===== src/rtl/reg_dump_unit_pkg.sv =====
// reg_dump_unit_pkg: shared FSM encoding, sync byte and register index width.
package reg_dump_unit_pkg;
    localparam int REG_IDX_W = 5;
    localparam logic [7:0] REG_DUMP_SYNC_BYTE = 8'hA5;
    typedef enum logic [2:0] {ST_IDLE, ST_HEADER, ST_LOAD, ST_SEND, ST_DONE} state_t;
endpackage


===== src/rtl/reg_dump_unit_if.sv =====
// reg_dump_unit_if: start request, bank debug read port and byte stream to UART TX.
// slave modport faces the dump unit, master modport faces the host/bank/UART side.
interface reg_dump_unit_if
    import reg_dump_unit_pkg::*;
#(
    parameter int DATA_WIDTH = 32
);
    logic                  i_start;
    logic [DATA_WIDTH-1:0] i_reg_data;
    logic                  i_tx_ready;
    logic [REG_IDX_W-1:0]  o_reg_addr;
    logic [7:0]            o_tx_data;
    logic                  o_tx_valid;
    logic                  o_busy;
    logic                  o_done;
    modport slave (
        input  i_start, i_reg_data, i_tx_ready,
        output o_reg_addr, o_tx_data, o_tx_valid, o_busy, o_done
    );
    modport master (
        output i_start, i_reg_data, i_tx_ready,
        input  o_reg_addr, o_tx_data, o_tx_valid, o_busy, o_done
    );
endinterface


===== src/rtl/reg_dump_unit_word_serializer.sv =====
// reg_dump_unit_word_serializer: sends one loaded word MSB byte first over valid/ready.
// Ports: i_clock/i_reset, i_load + i_data (capture word), i_ready (sink accepts),
// o_valid/o_data (byte stream), o_last (final byte of the word accepted this cycle).
module reg_dump_unit_word_serializer #(
    parameter int DATA_WIDTH = 32
) (
    input  logic                  i_clock,
    input  logic                  i_reset,
    input  logic                  i_load,
    input  logic [DATA_WIDTH-1:0] i_data,
    input  logic                  i_ready,
    output logic                  o_valid,
    output logic [7:0]            o_data,
    output logic                  o_last
);
    localparam int BYTES = DATA_WIDTH / 8;
    localparam int CW = BYTES > 1 ? $clog2(BYTES) : 1;
    logic [DATA_WIDTH-1:0] shift_q, shift_d;
    logic [CW-1:0]         byte_cnt_q, byte_cnt_d;
    logic                  valid_q, valid_d;
    logic                  accept;
    assign accept  = valid_q & i_ready;
    assign o_last  = accept && byte_cnt_q == CW'(BYTES - 1);
    assign o_valid = valid_q;
    assign o_data  = shift_q[DATA_WIDTH-1 -: 8];
    always_comb begin
        shift_d    = i_load ? i_data : accept ? shift_q << 8 : shift_q;
        byte_cnt_d = i_load ? '0 : accept ? (o_last ? '0 : byte_cnt_q + 1'b1) : byte_cnt_q;
        valid_d    = i_load ? 1'b1 : o_last ? 1'b0 : valid_q;
    end
    always_ff @(posedge i_clock or posedge i_reset) begin
        if (i_reset) begin
            shift_q    <= '0;
            byte_cnt_q <= '0;
            valid_q    <= 1'b0;
        end else begin
            shift_q    <= shift_d;
            byte_cnt_q <= byte_cnt_d;
            valid_q    <= valid_d;
        end
    end
endmodule


===== src/rtl/reg_dump_unit.sv =====
// reg_dump_unit: on start, dumps registers 0..NUM_REGS-1 MSB byte first onto a byte stream.
// Ports: i_clock, i_reset (async, active-high), bus (reg_dump_unit_if.slave: start,
// bank debug read, UART TX valid/ready, busy/done status).
// Build option: define REG_DUMP_HEADER_EN to prefix each dump with the sync byte.
module reg_dump_unit
    import reg_dump_unit_pkg::*;
#(
    parameter int DATA_WIDTH = 32,
    parameter int NUM_REGS   = 32
) (
    input logic           i_clock,
    input logic           i_reset,
    reg_dump_unit_if.slave bus
);
    localparam logic [REG_IDX_W-1:0] LAST_REG = REG_IDX_W'(NUM_REGS - 1);
    state_t               state_q, state_d;
    logic [REG_IDX_W-1:0] reg_cnt_q, reg_cnt_d;
    logic                 load, hdr, ser_valid, ser_last;
    logic [7:0]           ser_data;
`ifdef REG_DUMP_HEADER_EN
    assign hdr = state_q == ST_HEADER;
`else
    assign hdr = 1'b0;
`endif
    reg_dump_unit_word_serializer #(.DATA_WIDTH(DATA_WIDTH)) u_ser (
        .i_clock (i_clock),
        .i_reset (i_reset),
        .i_load  (load),
        .i_data  (bus.i_reg_data),
        .i_ready (bus.i_tx_ready),
        .o_valid (ser_valid),
        .o_data  (ser_data),
        .o_last  (ser_last)
    );
    always_comb begin
        state_d   = state_q;
        reg_cnt_d = reg_cnt_q;
        load      = 1'b0;
        case (state_q)
            ST_IDLE: begin
                reg_cnt_d = '0;
`ifdef REG_DUMP_HEADER_EN
                if (bus.i_start) state_d = ST_HEADER;
`else
                if (bus.i_start) state_d = ST_LOAD;
`endif
            end
`ifdef REG_DUMP_HEADER_EN
            ST_HEADER: if (bus.i_tx_ready) state_d = ST_LOAD;
`endif
            ST_LOAD: begin
                load    = 1'b1;
                state_d = ST_SEND;
            end
            ST_SEND: begin
                if (ser_last) begin
                    state_d   = reg_cnt_q == LAST_REG ? ST_DONE : ST_LOAD;
                    reg_cnt_d = reg_cnt_q == LAST_REG ? reg_cnt_q : reg_cnt_q + 1'b1;
                end
            end
            ST_DONE: begin
                reg_cnt_d = '0;
                state_d   = ST_IDLE;
            end
            default: state_d = ST_IDLE;
        endcase
    end
    always_ff @(posedge i_clock or posedge i_reset) begin
        if (i_reset) begin
            state_q   <= ST_IDLE;
            reg_cnt_q <= '0;
        end else begin
            state_q   <= state_d;
            reg_cnt_q <= reg_cnt_d;
        end
    end
    // reg_cnt only changes on word boundaries, so it doubles as the held read address.
    assign bus.o_reg_addr = reg_cnt_q;
    assign bus.o_tx_valid = hdr | ser_valid;
    assign bus.o_tx_data  = hdr ? REG_DUMP_SYNC_BYTE : ser_data;
    assign bus.o_busy     = state_q != ST_IDLE;
    assign bus.o_done     = state_q == ST_DONE;
endmodule


===== src/flat_wrapper.sv =====
// flat-port wrapper written by rule: the top's interface ports become plain ports
module reg_dump_unit_flat import reg_dump_unit_pkg::*;
#(
    parameter int DATA_WIDTH = 32,
    parameter int NUM_REGS   = 32
)
  (i_clock, i_reset, bus_i_start, bus_i_reg_data, bus_i_tx_ready, bus_o_reg_addr, bus_o_tx_data, bus_o_tx_valid, bus_o_busy, bus_o_done);
  reg_dump_unit_if #(.DATA_WIDTH(DATA_WIDTH)) bus_i ();
  input logic i_clock;
  input logic i_reset;
  input wire logic [$bits(bus_i.i_start)-1:0] bus_i_start;
  input wire logic [$bits(bus_i.i_reg_data)-1:0] bus_i_reg_data;
  input wire logic [$bits(bus_i.i_tx_ready)-1:0] bus_i_tx_ready;
  output wire logic [$bits(bus_i.o_reg_addr)-1:0] bus_o_reg_addr;
  output wire logic [$bits(bus_i.o_tx_data)-1:0] bus_o_tx_data;
  output wire logic [$bits(bus_i.o_tx_valid)-1:0] bus_o_tx_valid;
  output wire logic [$bits(bus_i.o_busy)-1:0] bus_o_busy;
  output wire logic [$bits(bus_i.o_done)-1:0] bus_o_done;
  assign bus_i.i_start = bus_i_start;
  assign bus_i.i_reg_data = bus_i_reg_data;
  assign bus_i.i_tx_ready = bus_i_tx_ready;
  assign bus_o_reg_addr = bus_i.o_reg_addr;
  assign bus_o_tx_data = bus_i.o_tx_data;
  assign bus_o_tx_valid = bus_i.o_tx_valid;
  assign bus_o_busy = bus_i.o_busy;
  assign bus_o_done = bus_i.o_done;
  reg_dump_unit #(.DATA_WIDTH(DATA_WIDTH), .NUM_REGS(NUM_REGS)) u_core (.i_clock(i_clock), .i_reset(i_reset), .bus(bus_i));
endmodule

===== config.mk =====
export PLATFORM = sky130hd
export DESIGN_NAME = reg_dump_unit_flat
export DESIGN_NICKNAME = d
export VERILOG_FILES = /design/src/rtl/reg_dump_unit_pkg.sv /design/src/rtl/reg_dump_unit_if.sv /design/src/rtl/reg_dump_unit_word_serializer.sv /design/src/rtl/reg_dump_unit.sv /design/src/flat_wrapper.sv
export SDC_FILE = /design/constraint.sdc
export NUM_CORES = 1
export LEC_CHECK = 0
export BUFFER_PORTS_ARGS = -buffer_cell sky130_fd_sc_hd__clkbuf_2
export CORE_MARGIN = 5
export CORE_UTILIZATION = 52
export DETAILED_ROUTE_END_ITERATION = 16
export GPL_ROUTABILITY_DRIVEN = 1
export GPL_TIMING_DRIVEN = 0
export PLACE_DENSITY_LB_ADDON = 0.12
export SYNTH_ARGS = -nofsm -noshare
export SYNTH_HDL_FRONTEND = slang
export SYNTH_SLANG_ARGS = --single-unit

===== constraint.sdc =====
create_clock -name i_clock -period 2.1 [get_ports i_clock]
set_input_delay 0.21 -clock i_clock [delete_from_list [all_inputs] [get_ports i_clock]]
set_output_delay 0.21 -clock i_clock [all_outputs]
set_load 0.005 [all_outputs]

# Word-level counts from Yosys, hierarchy flattened
# Index checks and enable logic that the tools add are counted.
# totals
regBits	43
latch_bits	0
ramBits	0
mem_bits_ro	0
in_bits	36
output_inout_bits	16
wordCells	40
mem_count	0
# classes
n_addsub	2
multipliers	0
n_div	0
magnitude_cmp	0
n_eq_ne	8
shift	0
mux	15
bitwise_logic	1
n_reduce_logical	9
# op_table
cell	n
$mux 32	2
$mux 5	2
$pmux 5 s2	1
$mux 3	3
$pmux 3 s3	1
$eq 3x2->1 const B	2
$mux 2	3
$ne 2x2->1 const B	3
$reduce_bool 2->1	3
$add 5x1->5 const B	1
$eq 5x5->1 const B	1
$eq 3x3->1 const B	1
$logic_not 3->1	1
$mux 1	3
$reduce_and 3->1	1
$reduce_bool 3->1	1
$add 2x1->2 const B	1
$eq 2x2->1 const B	1
$reduce_and 2->1	1
$reduce_or 2->1	1
$and 1x1->1	1
$logic_and 1x1->1	1

# Depth between registers and ports, before layout
# depth
depth_word	5
depth_mapped	6

# Modules after synthesis
# From an unflattened synthesis, not the netlist that was laid out.
# unflattened
cells_unflattened	248
hier_area_um2	2453.6
# modules_own_cells
module	n_inst	cells_per_inst	area_each_um2	seq_area_each_um2
reg_dump_unit_word_serializer	1	194	1960.6	875.8
reg_dump_unit	1	54	493.0	200.2

# Least setup slack after synthesis
# OpenSTA, ideal clock, no wires.
# synth_path
path_kind	reg-to-reg
startpoint	reg u_core.reg_cnt_q[0], in the netlist u_core.bus.o_reg_addr[0]
endpoint	reg u_core.reg_cnt_q[3], in the netlist u_core.bus.o_reg_addr[3]
setup_time_ns	0.082
t_arrival_ns	1.561
required_time_ns	2.018
path_slack_ns	0.458
path_stages_with_launch	7
path_buffers	0
synth_period_minus_slack_ns	1.642
path_cell_list	dfrtp_1 > ha_1 > and3_1 > ha_1 > nand4b_1 > o31a_1 > a31oi_1
# synth_via
elab_chain_len	4
elab_cells_between_ends	7
cone_classes	add/sub (1); eq/ne (2); mux (3); reduce/logical (1)
# synth_lines
item	line	text
from (decl)	reg_dump_unit.sv:17	logic [REG_IDX_W-1:0] reg_cnt_q, reg_cnt_d;
from (signal assigned)	reg_dump_unit.sv:74	reg_cnt_q <= reg_cnt_d;
$add 5x1->5	reg_dump_unit.sv:58	reg_cnt_d = reg_cnt_q == LAST_REG ? reg_cnt_q : reg_cnt_q + 1'b1;
$mux 5	reg_dump_unit.sv:58	
$mux 5	reg_dump_unit.sv:56	if (ser_last) begin
$pmux 5 s2	reg_dump_unit.sv:39	case (state_q)
# Several ways; a longest one is shown, not always the timed one. The select of a mux whose other input is x is not followed.
# A chain may end at the register's enable or synchronous reset.

# Final worst setup path
# layout_path
startpoint	reg u_core.reg_cnt_q[0], in the netlist u_core.bus.o_reg_addr[0]
endpoint	reg u_core.reg_cnt_q[1], in the netlist u_core.bus.o_reg_addr[1]
# Same word-level chain as after synthesis.

==> flow_summary.ini <==
[layout]
final_cells = 315
stdcell_area_sq_um = 2520
fillers = 352
syn_to_final_growth_pct = 21.9
drive_gt1_share_pct = 29.4
nets = 304
diodes = 0

[synth]
synth_warnings = 0
synth_top_family_by_area = compound AO/OA/AOI/OAI gates
syn_area_per_cell_sq_um = 10.1
muxShareOfSynthArea_pct = 12.1
synth-simple-area-share_pct = 13.4
ys_seq_area_share_pct = 52.0
synth-xor-area-share_pct = 0
synth_fa_ha_area_share_pct = 1.81
synth.net_count = 244
synth_compound_area_share_pct = 13.8
syn_area_sq_um = 2070
yosysUniqueCellTypes = 34
postSynthCellCount = 205
ys_ff_latch = 43

[global_route]
gr-total-overflow = 0
antenna_found_initial = 0
grt_pass1_wl_um = 7290
grt_pass1_vias = 1546
grtUsageMet3_pct = 5.37
grt_use_total_pct = 17.8
use_met1_pct = 24.8
use_met2_pct = 26.4
grt_start_max_net_pins = 35
top_usage_layer = met2

[die]
std_cell_rows = 23
die_area_sq_um = 5340
die_y_um = 73.1
die_x_um = 73.1
ioPinCount = 52
core-area_sq_um = 3940
initial_core_util_pct = 52.5

[sta]
post-route-period-util_pct = 87.5
fin_crit_ps = 1840
max_freq_mhz = 544
slew_headroom_pct = 72.5
finalSetupViolCount = 0
setup_ws_ps = 262
slew_violations = 0
whs_ps = 106
setup-tns-final_ps = 0
tightestPinTransition_ps = 412
finalHoldViolCount = 0
rsz0062_at_grt = false
skew_ps = 9.27

[drt]
vias = 1637
wl_um = 4330
routedWlPerCell_um = 13.8
viasPerCell = 5.20
drc_errors = 0
drtAntennaViolNets = 0
firstDrtPassIters = 4
drt-initial-drc-count = 84

[critical_path]
worstPathCellList = ha_1 -> and3_1 -> ha_1 -> and4b_1 -> a32oi_1 -> o2bb2ai_1
cp_common_cell = ha_1
slowest_stage = dfrtp_1
crit_type = reg -> reg
critPathArrivalTime_ps = 2060
critPathCaptureType = flop
cp.required_ps = 2320
startpoint_type = flop
slowest_delay_ps = 440
cp_max_fo = 7

[min_path]
hold_class = in -> reg

[placement]
port_buffers = 51
dp_hpwl_um = 3280
pre_cts_ws_ps = 293
placed_area_sq_um = 2410
placed_cells = 307
routabilityCongestion = 0.775

[clocking]
clk_pin_slew_ps = 80
cts_resized = 0
cts_setup_buffers = 0
cts_max_path_buffers = 2
cts_root_buf = clkbuf_8
tritoncts = built
clock_latency_ps = 300
cts_max_level = 2
cts_buffers = 5
clkSinkCount = 43

[pwr]
vdd.ir_drop.worst_mv = 0.737
leakage_uw = 0.00128
p_per_area_nw_per_um2 = 1200

[status]
status = finished, final reports clean

[job]
drv_cap = 0
## timing repair
| item | in CTS | in global routing |
|---|---|---|
| endpoints found under the hold margin | 9 | 0 |
| setup endpoints to repair | 0 | 0 |
| hold buffers | 1 | 0 |
## worst max-delay path, delay by kind of cell (launching register included)
| family | cells | cell delay (ps) |
|---|---|---|
| DFF | 1 | 440 |
| and+or+nand+nor | 2 | 540 |
| adders and majority gates | 2 | 510 |
| AOI/OAI and AO/OA | 2 | 280 |
## path summary, 6_finish.rpt
check / from / end / slack (ps) / cells past startpoint
max: u_core.bus.o_reg_addr[0]$_DFFE_PP0P_ / u_core.bus.o_reg_addr[1]$_DFFE_PP0P_ / 260 / 6
min reg2reg: u_core.bus.o_reg_addr[3]$_DFFE_PP0P_ / u_core.bus.o_reg_addr[3]$_DFFE_PP0P_ / 510 / 1
min in group asynchronous: i_reset / u_core.u_ser.byte_cnt_q[1]$_DFFE_PP0P_ / 360 / 3
min: bus_i_reg_data[16] / u_core.u_ser.shift_q[16]$_DFFE_PP0P_ / 110 / 3
max reg2reg: u_core.bus.o_reg_addr[0]$_DFFE_PP0P_ / u_core.bus.o_reg_addr[1]$_DFFE_PP0P_ / 260 / 6
max in group asynchronous: i_reset / u_core.u_ser.shift_q[15]$_DFFE_PP0P_ / 1290 / 4
## logic make-up (layout without fill, tap and decap cells)
group / after synthesis / after routing
multiplexers: 25 / 25
AO/OA/AOI/OAI: 50 / 50
buffers and inverters: 24 / 84
adder cells (fa/ha/maj): 3 / 3
flip-flops: 43 / 43
AND/OR/NAND/NOR: 60 / 60
## metal layers
layer  wire [um]  part of all wire [%]
met1        2070                    48
met2        1940                    45
met4          27                  0.62
met3         297                   6.9
met5           0                     0
## state kept, by name, summed over array words and instances, names as in the netlist
signal,cells
u_core.u_ser.o_valid,1
u_core.u_ser.shift_q,32
u_core.u_ser.byte_cnt_q,2
u_core.state_q,3
u_core.bus.o_reg_addr,5
## stage by stage
stage | utilization (%) | power (uW)
floorplan | - | 2090
global placement | 60.6 | 2390
detailed placement | 61.1 | 2440
CTS | 64.0 | 3080
global route | 64.0 | 3290
finish | 64.0 | 3040
## placed cells by master (no fill, tap or decap), drive strengths merged, types with 2 or more instances in the layout
master,Yosys,final
a21oi,3,3
a31oi,2,2
a32oi,2,2
and3,3,3
buf,15,16
clkbuf,4,60
dfrtp,43,43
ha,3,3
inv,5,5
mux2i,25,25
nand2,43,43
nand3,2,2
nor2,3,3
o21ai,35,35
o2bb2ai,2,2
## power breakdown
part	leakage [uW]	switching, uW	internal, uW	total [uW]
clock network	0.0000502	278	347	626
registers	0.000541	220	1150	1370
logic	0.000687	509	529	1040
## layout make-up
class	instances	area, sq um	area share (%)
Multi-Input combinational cell	138	851	33.7
Timing Repair Buffer	53	285	11.3
Inverter	5	18.8	0.743
Sequential cell	43	1080	42.6
Clock buffer	5	68.8	2.73
Clock inverter	2	37.5	1.49
Tap cell	50	62.6	2.48
Buffer	19	125	4.96
## Yosys cell counts
cell type | number | area share (%)
a21o_1 | 1 | 0.36
a21oi_1 | 3 | 0.72
a22oi_1 | 1 | 0.36
a311oi_1 | 1 | 0.42
a31oi_1 | 2 | 0.60
a32oi_1 | 2 | 0.85
and3_1 | 3 | 0.91
and3b_1 | 1 | 0.42
and4b_1 | 1 | 0.48
buf_2 | 4 | 0.97
buf_4 | 9 | 3.3
buf_6 | 2 | 1.1
clkbuf_1 | 4 | 0.72
dfrtp_1 | 43 | 52
ha_1 | 3 | 1.8
inv_1 | 5 | 0.91
mux2i_1 | 25 | 12
nand2_1 | 42 | 7.6
nand2_2 | 1 | 0.30
nand2b_1 | 1 | 0.30
nand3_1 | 2 | 0.48
nand3b_1 | 1 | 0.36
nand4b_1 | 1 | 0.42
nor2_1 | 3 | 0.54
nor2b_1 | 1 | 0.30
nor3b_2 | 1 | 0.60
o21a_1 | 1 | 0.36
o21ai_0 | 31 | 7.5
o21ai_1 | 4 | 0.97
o2bb2ai_1 | 2 | 0.85
o311ai_0 | 1 | 0.42
o31a_1 | 1 | 0.42
or2_2 | 1 | 0.30
or3_1 | 1 | 0.30
Power figures use the tool's default switching activity.
